**src/rtl/riscv_lsu.sv**
```systemverilog
// Load/store unit: one MEM-stage access at a time over a req/gnt/rvalid data bus.
// Builds byte enables and lane-replicated store data, and extends load data.
module riscv_lsu #(
  parameter int WORD_SIZE  = 32,
  parameter int ADDR_WIDTH = 32
) (
  input  logic                  clk_i,
  input  logic                  rst_i,
  input  logic                  req_valid_i,
  input  logic                  req_we_i,
  input  logic [1:0]            req_size_i,
  input  logic                  req_unsigned_i,
  input  logic [ADDR_WIDTH-1:0] req_addr_i,
  input  logic [WORD_SIZE-1:0]  req_wdata_i,
  output logic                  stall_o,
  output logic [WORD_SIZE-1:0]  rdata_o,
  output logic                  rdata_valid_o,
  output logic                  misaligned_o,
  output logic                  err_o,
  output logic                  bus_req_o,
  output logic                  bus_we_o,
  output logic [3:0]            bus_be_o,
  output logic [ADDR_WIDTH-1:0] bus_addr_o,
  output logic [WORD_SIZE-1:0]  bus_wdata_o,
  input  logic                  bus_gnt_i,
  input  logic                  bus_rvalid_i,
  input  logic [WORD_SIZE-1:0]  bus_rdata_i,
  input  logic                  bus_err_i
);

  typedef enum logic [1:0] {
    IDLE = 2'd0,
    REQ  = 2'd1,
    WAIT = 2'd2,
    RESP = 2'd3
  } state_e;

  state_e                state_q, state_d;
  logic                  we_q, we_d;
  logic [1:0]            size_q, size_d;
  logic                  uns_q, uns_d;
  logic [1:0]            off_q, off_d;
  logic                  bus_req_q, bus_req_d;
  logic                  bus_we_q, bus_we_d;
  logic [3:0]            bus_be_q, bus_be_d;
  logic [ADDR_WIDTH-1:0] bus_addr_q, bus_addr_d;
  logic [WORD_SIZE-1:0]  bus_wdata_q, bus_wdata_d;
  logic [WORD_SIZE-1:0]  rdata_q, rdata_d;
  logic                  rdata_valid_q, rdata_valid_d;
  logic                  misaligned_q, misaligned_d;
  logic                  err_q, err_d;

  logic                  misaligned_s;
  logic [3:0]            be_s;
  logic [WORD_SIZE-1:0]  wdata_s;
  logic [7:0]            byte_s;
  logic [15:0]           half_s;
  logic [WORD_SIZE-1:0]  load_ext_s;

  // Request decode: alignment check, byte enables and replicated store lanes.
  always_comb begin
    misaligned_s = 1'b0;
    be_s         = 4'b1111;
    wdata_s      = req_wdata_i;
    case (req_size_i)
      2'b00: begin
        be_s    = 4'b0001 << req_addr_i[1:0];
        wdata_s = {4{req_wdata_i[7:0]}};
      end
      2'b01: begin
        misaligned_s = req_addr_i[0];
        be_s         = req_addr_i[1] ? 4'b1100 : 4'b0011;
        wdata_s      = {2{req_wdata_i[15:0]}};
      end
      2'b10: begin
        misaligned_s = (req_addr_i[1:0] != 2'b00);
      end
      default: begin
        misaligned_s = 1'b1;
      end
    endcase
    if (!req_we_i) begin
      be_s = 4'b1111;
    end else begin
      be_s = be_s;
    end
  end

  // Load lane selection and sign/zero extension of the returning bus word.
  always_comb begin
    byte_s     = bus_rdata_i[{off_q, 3'b000} +: 8];
    half_s     = off_q[1] ? bus_rdata_i[31:16] : bus_rdata_i[15:0];
    load_ext_s = bus_rdata_i;
    case (size_q)
      2'b00:   load_ext_s = {{24{~uns_q & byte_s[7]}}, byte_s};
      2'b01:   load_ext_s = {{16{~uns_q & half_s[15]}}, half_s};
      default: load_ext_s = bus_rdata_i;
    endcase
  end

  // Next-state and registered-output logic of the access FSM.
  always_comb begin
    state_d       = state_q;
    we_d          = we_q;
    size_d        = size_q;
    uns_d         = uns_q;
    off_d         = off_q;
    bus_req_d     = bus_req_q;
    bus_we_d      = bus_we_q;
    bus_be_d      = bus_be_q;
    bus_addr_d    = bus_addr_q;
    bus_wdata_d   = bus_wdata_q;
    rdata_d       = rdata_q;
    rdata_valid_d = 1'b0;
    misaligned_d  = 1'b0;
    err_d         = 1'b0;
    case (state_q)
      IDLE: begin
        if (req_valid_i) begin
          we_d   = req_we_i;
          size_d = req_size_i;
          uns_d  = req_unsigned_i;
          off_d  = req_addr_i[1:0];
          if (misaligned_s) begin
            state_d      = RESP;
            misaligned_d = 1'b1;
          end else begin
            state_d     = REQ;
            bus_req_d   = 1'b1;
            bus_we_d    = req_we_i;
            bus_be_d    = be_s;
            bus_addr_d  = {req_addr_i[ADDR_WIDTH-1:2], 2'b00};
            bus_wdata_d = wdata_s;
          end
        end else begin
          state_d = IDLE;
        end
      end
      REQ: begin
        if (bus_gnt_i) begin
          state_d     = WAIT;
          bus_req_d   = 1'b0;
          bus_we_d    = 1'b0;
          bus_be_d    = 4'b0000;
          bus_addr_d  = '0;
          bus_wdata_d = '0;
        end else begin
          state_d = REQ;
        end
      end
      WAIT: begin
        if (bus_rvalid_i) begin
          state_d = RESP;
          if (bus_err_i) begin
            err_d = 1'b1;
          end else if (!we_q) begin
            rdata_valid_d = 1'b1;
            rdata_d       = load_ext_s;
          end else begin
            rdata_valid_d = 1'b0;
          end
        end else begin
          state_d = WAIT;
        end
      end
      RESP: begin
        state_d = IDLE;
      end
      default: begin
        state_d = IDLE;
      end
    endcase
  end

  // State and output registers; reset abandons any access in flight.
  always_ff @(posedge clk_i or posedge rst_i) begin
    if (rst_i) begin
      state_q       <= IDLE;
      we_q          <= 1'b0;
      size_q        <= 2'b00;
      uns_q         <= 1'b0;
      off_q         <= 2'b00;
      bus_req_q     <= 1'b0;
      bus_we_q      <= 1'b0;
      bus_be_q      <= 4'b0000;
      bus_addr_q    <= '0;
      bus_wdata_q   <= '0;
      rdata_q       <= '0;
      rdata_valid_q <= 1'b0;
      misaligned_q  <= 1'b0;
      err_q         <= 1'b0;
    end else begin
      state_q       <= state_d;
      we_q          <= we_d;
      size_q        <= size_d;
      uns_q         <= uns_d;
      off_q         <= off_d;
      bus_req_q     <= bus_req_d;
      bus_we_q      <= bus_we_d;
      bus_be_q      <= bus_be_d;
      bus_addr_q    <= bus_addr_d;
      bus_wdata_q   <= bus_wdata_d;
      rdata_q       <= rdata_d;
      rdata_valid_q <= rdata_valid_d;
      misaligned_q  <= misaligned_d;
      err_q         <= err_d;
    end
  end

  // Stall is combinational so the accepting cycle already holds the pipeline.
  assign stall_o       = ~rst_i & (state_q != RESP) & ((state_q != IDLE) | req_valid_i);
  assign rdata_o       = rdata_q;
  assign rdata_valid_o = rdata_valid_q;
  assign misaligned_o  = misaligned_q;
  assign err_o         = err_q;
  assign bus_req_o     = bus_req_q;
  assign bus_we_o      = bus_we_q;
  assign bus_be_o      = bus_be_q;
  assign bus_addr_o    = bus_addr_q;
  assign bus_wdata_o   = bus_wdata_q;

endmodule

```
**config.mk**
```make
export PLATFORM = sky130hd
export DESIGN_NAME = riscv_lsu
export DESIGN_NICKNAME = d
export VERILOG_FILES = /design/src/rtl/riscv_lsu.sv
export SDC_FILE = /design/constraint.sdc
export NUM_CORES = 1
export LEC_CHECK = 0
export CELL_PAD_IN_SITES_DETAIL_PLACEMENT = 1
export CELL_PAD_IN_SITES_GLOBAL_PLACEMENT = 1
export CORE_ASPECT_RATIO = 0.5
export CORE_MARGIN = 4
export CORE_UTILIZATION = 46
export CTS_CLUSTER_DIAMETER = 40
export CTS_CLUSTER_SIZE = 25
export DETAILED_ROUTE_END_ITERATION = 10
export DONT_BUFFER_PORTS = 1
export GPL_TIMING_DRIVEN = 0
export PLACE_DENSITY = 0.89
export SYNTH_ARGS = -nofsm -noshare
export SYNTH_HDL_FRONTEND = slang
export SYNTH_SLANG_ARGS = --single-unit
export TNS_END_PERCENT = 30
```
**constraint.sdc**
```tcl
create_clock -name clk_i -period 4.1 [get_ports clk_i]
set_input_delay 0.41 -clock clk_i [delete_from_list [all_inputs] [get_ports clk_i]]
set_output_delay 0.41 -clock clk_i [all_outputs]
set_load 0.1 [all_outputs]
```
==> metrics.md <==
| Metric | Value |
|---|---|
| Area growth syn-to-layout | `10.26%` |
| Clock Skews | `0.01071 ns` |
| Compound-gate portion of the synthesized area | `0.1076` |
| Die height | `82.34 um` |
| Post-CTS Resized | `0` |
| Routed len/inst | `around 23 um` |
| Vias | `4141` |
| CTS tree | `built` |
| Slew Limit Headroom | `0.2610` |
| Post-synth cell types | `37` |
| Setup ws final | `1.769 ns` |
| Chip Width | `between 150 and 200 um` |
| Core area | `about 10000 um2` |
| Final worst-path cycle share | `0.5685` |
| Unrepaired setup endpoints after global routing | `no` |
| XOR/XNOR Fraction of Synth Area | `0` |
| Register bit count reported by yosys | `111` |
| CP max FO | `6` |
| Worst slew pin tran | `1.105 ns` |
| Mux cell area share after synthesis | `0.08171` |
| Minimum clock period | `2.331 ns` |
| Fraction of the mapped netlist area in adder cells | `0` |
| Primary FF master, synth | `dfrtp_1` |
| Status | `finished clean` |
| Final setup violation count | `0` |
| Inserted Clock Buffers | `9` |
| CTS clk-pin slew, worst paths | `0.07 ns` |
| Hold WS | `about 0.019 ns` |
| Setup crit start kind | `register` |
| Cell area after synthesis | `5084 um2` |
| Clock Sinks | `111` |
| Cells after Synth | `between 500 and 600` |
| CTS Buffer Depth | `2` |
| Worst-skew pair later-pin latency | `around 0.35 ns` |
| Synth Area in Simple Gates | `0.2181` |
| Hold Fails Final Rpt | `0` |
| Finished Core Util | `0.5351` |
| Tot GR Track Use | `0.2535` |
| WL final | `16.18 mm` |
| Share of cells above drive strength 1 | `0.1091` |
| Cell Rows | `26` |
| Req. time, crit path | `3.69 ns` |
| CTS root buf | `clkbuf_16` |
| Synth Warn # | `0` |
| First-pass GRT wire length | `25.07 mm` |
| PortBufs | `0` |
| Fin nets | `660` |
| Post-CTS Hold Buffers | `0` |
| Number of H-tree levels | `3` |
| Max Cap Violations | `0` |
| DRC viols | `0` |
| EDFF count, synth | `0` |
| DP HPWL | `12.02 mm` |
| Initial antenna violation count | `0` |
| Top Ports | `212` |
| Worst path arrival time | `~1.9 ns` |
| Crit Path Class | `reg -> out` |
| Largest net degree at the start of global routing | `65` |
| Sequential element share of the synthesized area | `0.5464` |
| Mean Syn Cell Area | `between 9 and 10 um2` |
| Fmax achieved | `429.0 MHz` |
| Pre-CTS WS | `~1.9 ns` |
| Max Slew Vio Count | `0` |
| Routed Antenna Nets | `0` |
| Initial Utilization | `0.4853` |
| Main combinational cell family by area after synthesis | `simple AND/OR/NAND/NOR gates` |
| GP Congestion | `just over 0.8` |
| Setup bufs post-CTS | `0` |
| Synth async-reset ratio | `1.000` |
| Crit path capture type | `output port` |
| Area of the die | `12900 um2` |
| TritonRoute pass-1 iters | `4` |
| Hold Path Class | `in -> async` |
| Vias in the first global route | `~4500` |
| Iter 0 DRT Violations | `between 200 and 300` |
| # diodes | `0` |
| Grt ovf | `0` |
| Drt via density | `5.924` |
## per-stage QoR
stage / setup TNS, ns / area (um2) / instances
6_report: 0 / 5605 / 699
5_1_grt: 0 / 5605 / 699
4_1_cts: 0 / 5605 / 699
3_5_place_dp: 0 / 5305 / 683
3_3_place_gp: -56.28 / 5263 / 682
2_1_floorplan: 0 / 5087 / 542
## cells in the final DEF (no fill, tap or decap), types with 7 or more instances in the layout
cell type  netlist  layout
nand2_1        116     116
dfrtp_1        111     111
nand3_1         66      66
o21ai_0         41      41
nor2_1          38      38
a21oi_1         29      29
mux2i_1         28      28
clkbuf_1        16      17
buf_2           14      14
mux2_2          12      12
nor3b_1          9       9
clkbuf_16        0       9
a211oi_1         9       8
o22ai_1          7       7
## final timing paths
path                            depth (start not counted)            from  slack [ns]              end
worst max register to register                          6      state_q[1]        1.86  bus_wdata_o[19]
worst max-delay path                                    2      state_q[1]        1.77          stall_o
max in group asynchronous                               2           rst_i        3.34      rdata_o[31]
min in group clk_i                                      2  req_addr_i[29]        0.17   bus_addr_o[29]
worst min-delay path                                    1           rst_i        0.02   bus_addr_o[25]
worst min register to register                          1            we_q        0.53             we_q
## final cells by class
class | count | area, um2
well taps | 140 | 175.2
multi-input cells | 384 | 2091
fillers | 1225 | 4870
plain buffers | 41 | 209.0
flip-flops and latches | 111 | 2778
clock buffers | 10 | 229.0
clock inverters | 6 | 71.32
inverters | 6 | 25.02
repair buffers | 1 | 27.53
## kinds of logic after synthesis
group	Yosys count
flip-flops	111
AO/OA/AOI/OAI	97
multiplexers	40
AND/OR/NAND/NOR	245
buffers and inverters	47
other	1
## metal layers
metal / part of all wire / track usage / vias to the layer above
met1: 0.39 / 0.3042 / 2076
li1: - / - / 1867
met3: 0.11 / 0.09943 / 24
met2: 0.48 / 0.4286 / 174
met4: 0.020 / 0.07879 / 0
met5: 0 / 0 / -
## synthesized netlist by cell type (5+ instances only)
| master | instances | area [um2] |
|---|---|---|
| nand2_1 | 116 | 435.4 |
| clkbuf_1 | 16 | 60.06 |
| nor3b_1 | 9 | 67.56 |
| nand3_1 | 66 | 330.3 |
| buf_2 | 14 | 70.07 |
| mux2_2 | 12 | 135.1 |
| nor2_1 | 38 | 142.6 |
| o21ai_0 | 41 | 205.2 |
| dfrtp_1 | 111 | 2778 |
| inv_1 | 5 | 18.77 |
| mux2i_1 | 28 | 280.3 |
| a21oi_1 | 29 | 145.1 |
| o22ai_1 | 7 | 43.79 |
| a211oi_1 | 9 | 67.56 |
## sequential cells by signal (all words and copies together), names as in the netlist
register       count
off_q              2
bus_wdata_o       32
bus_addr_o        30
err_o              1
misaligned_o       1
uns_q              1
rdata_o           32
bus_req_o          1
bus_we_o           1
we_q               1
size_q             2
state_q            2
bus_be_o           4
rdata_valid_o      1
## worst max-delay path: stages (launching register included)
cell and delay [ns]:
dfrtp_1 0.54, nor3_1 0.16, a211oi_4 0.87
Power is not shown: default switching activity piles up to over one toggle a cycle in this logic, so the estimate is an artifact.
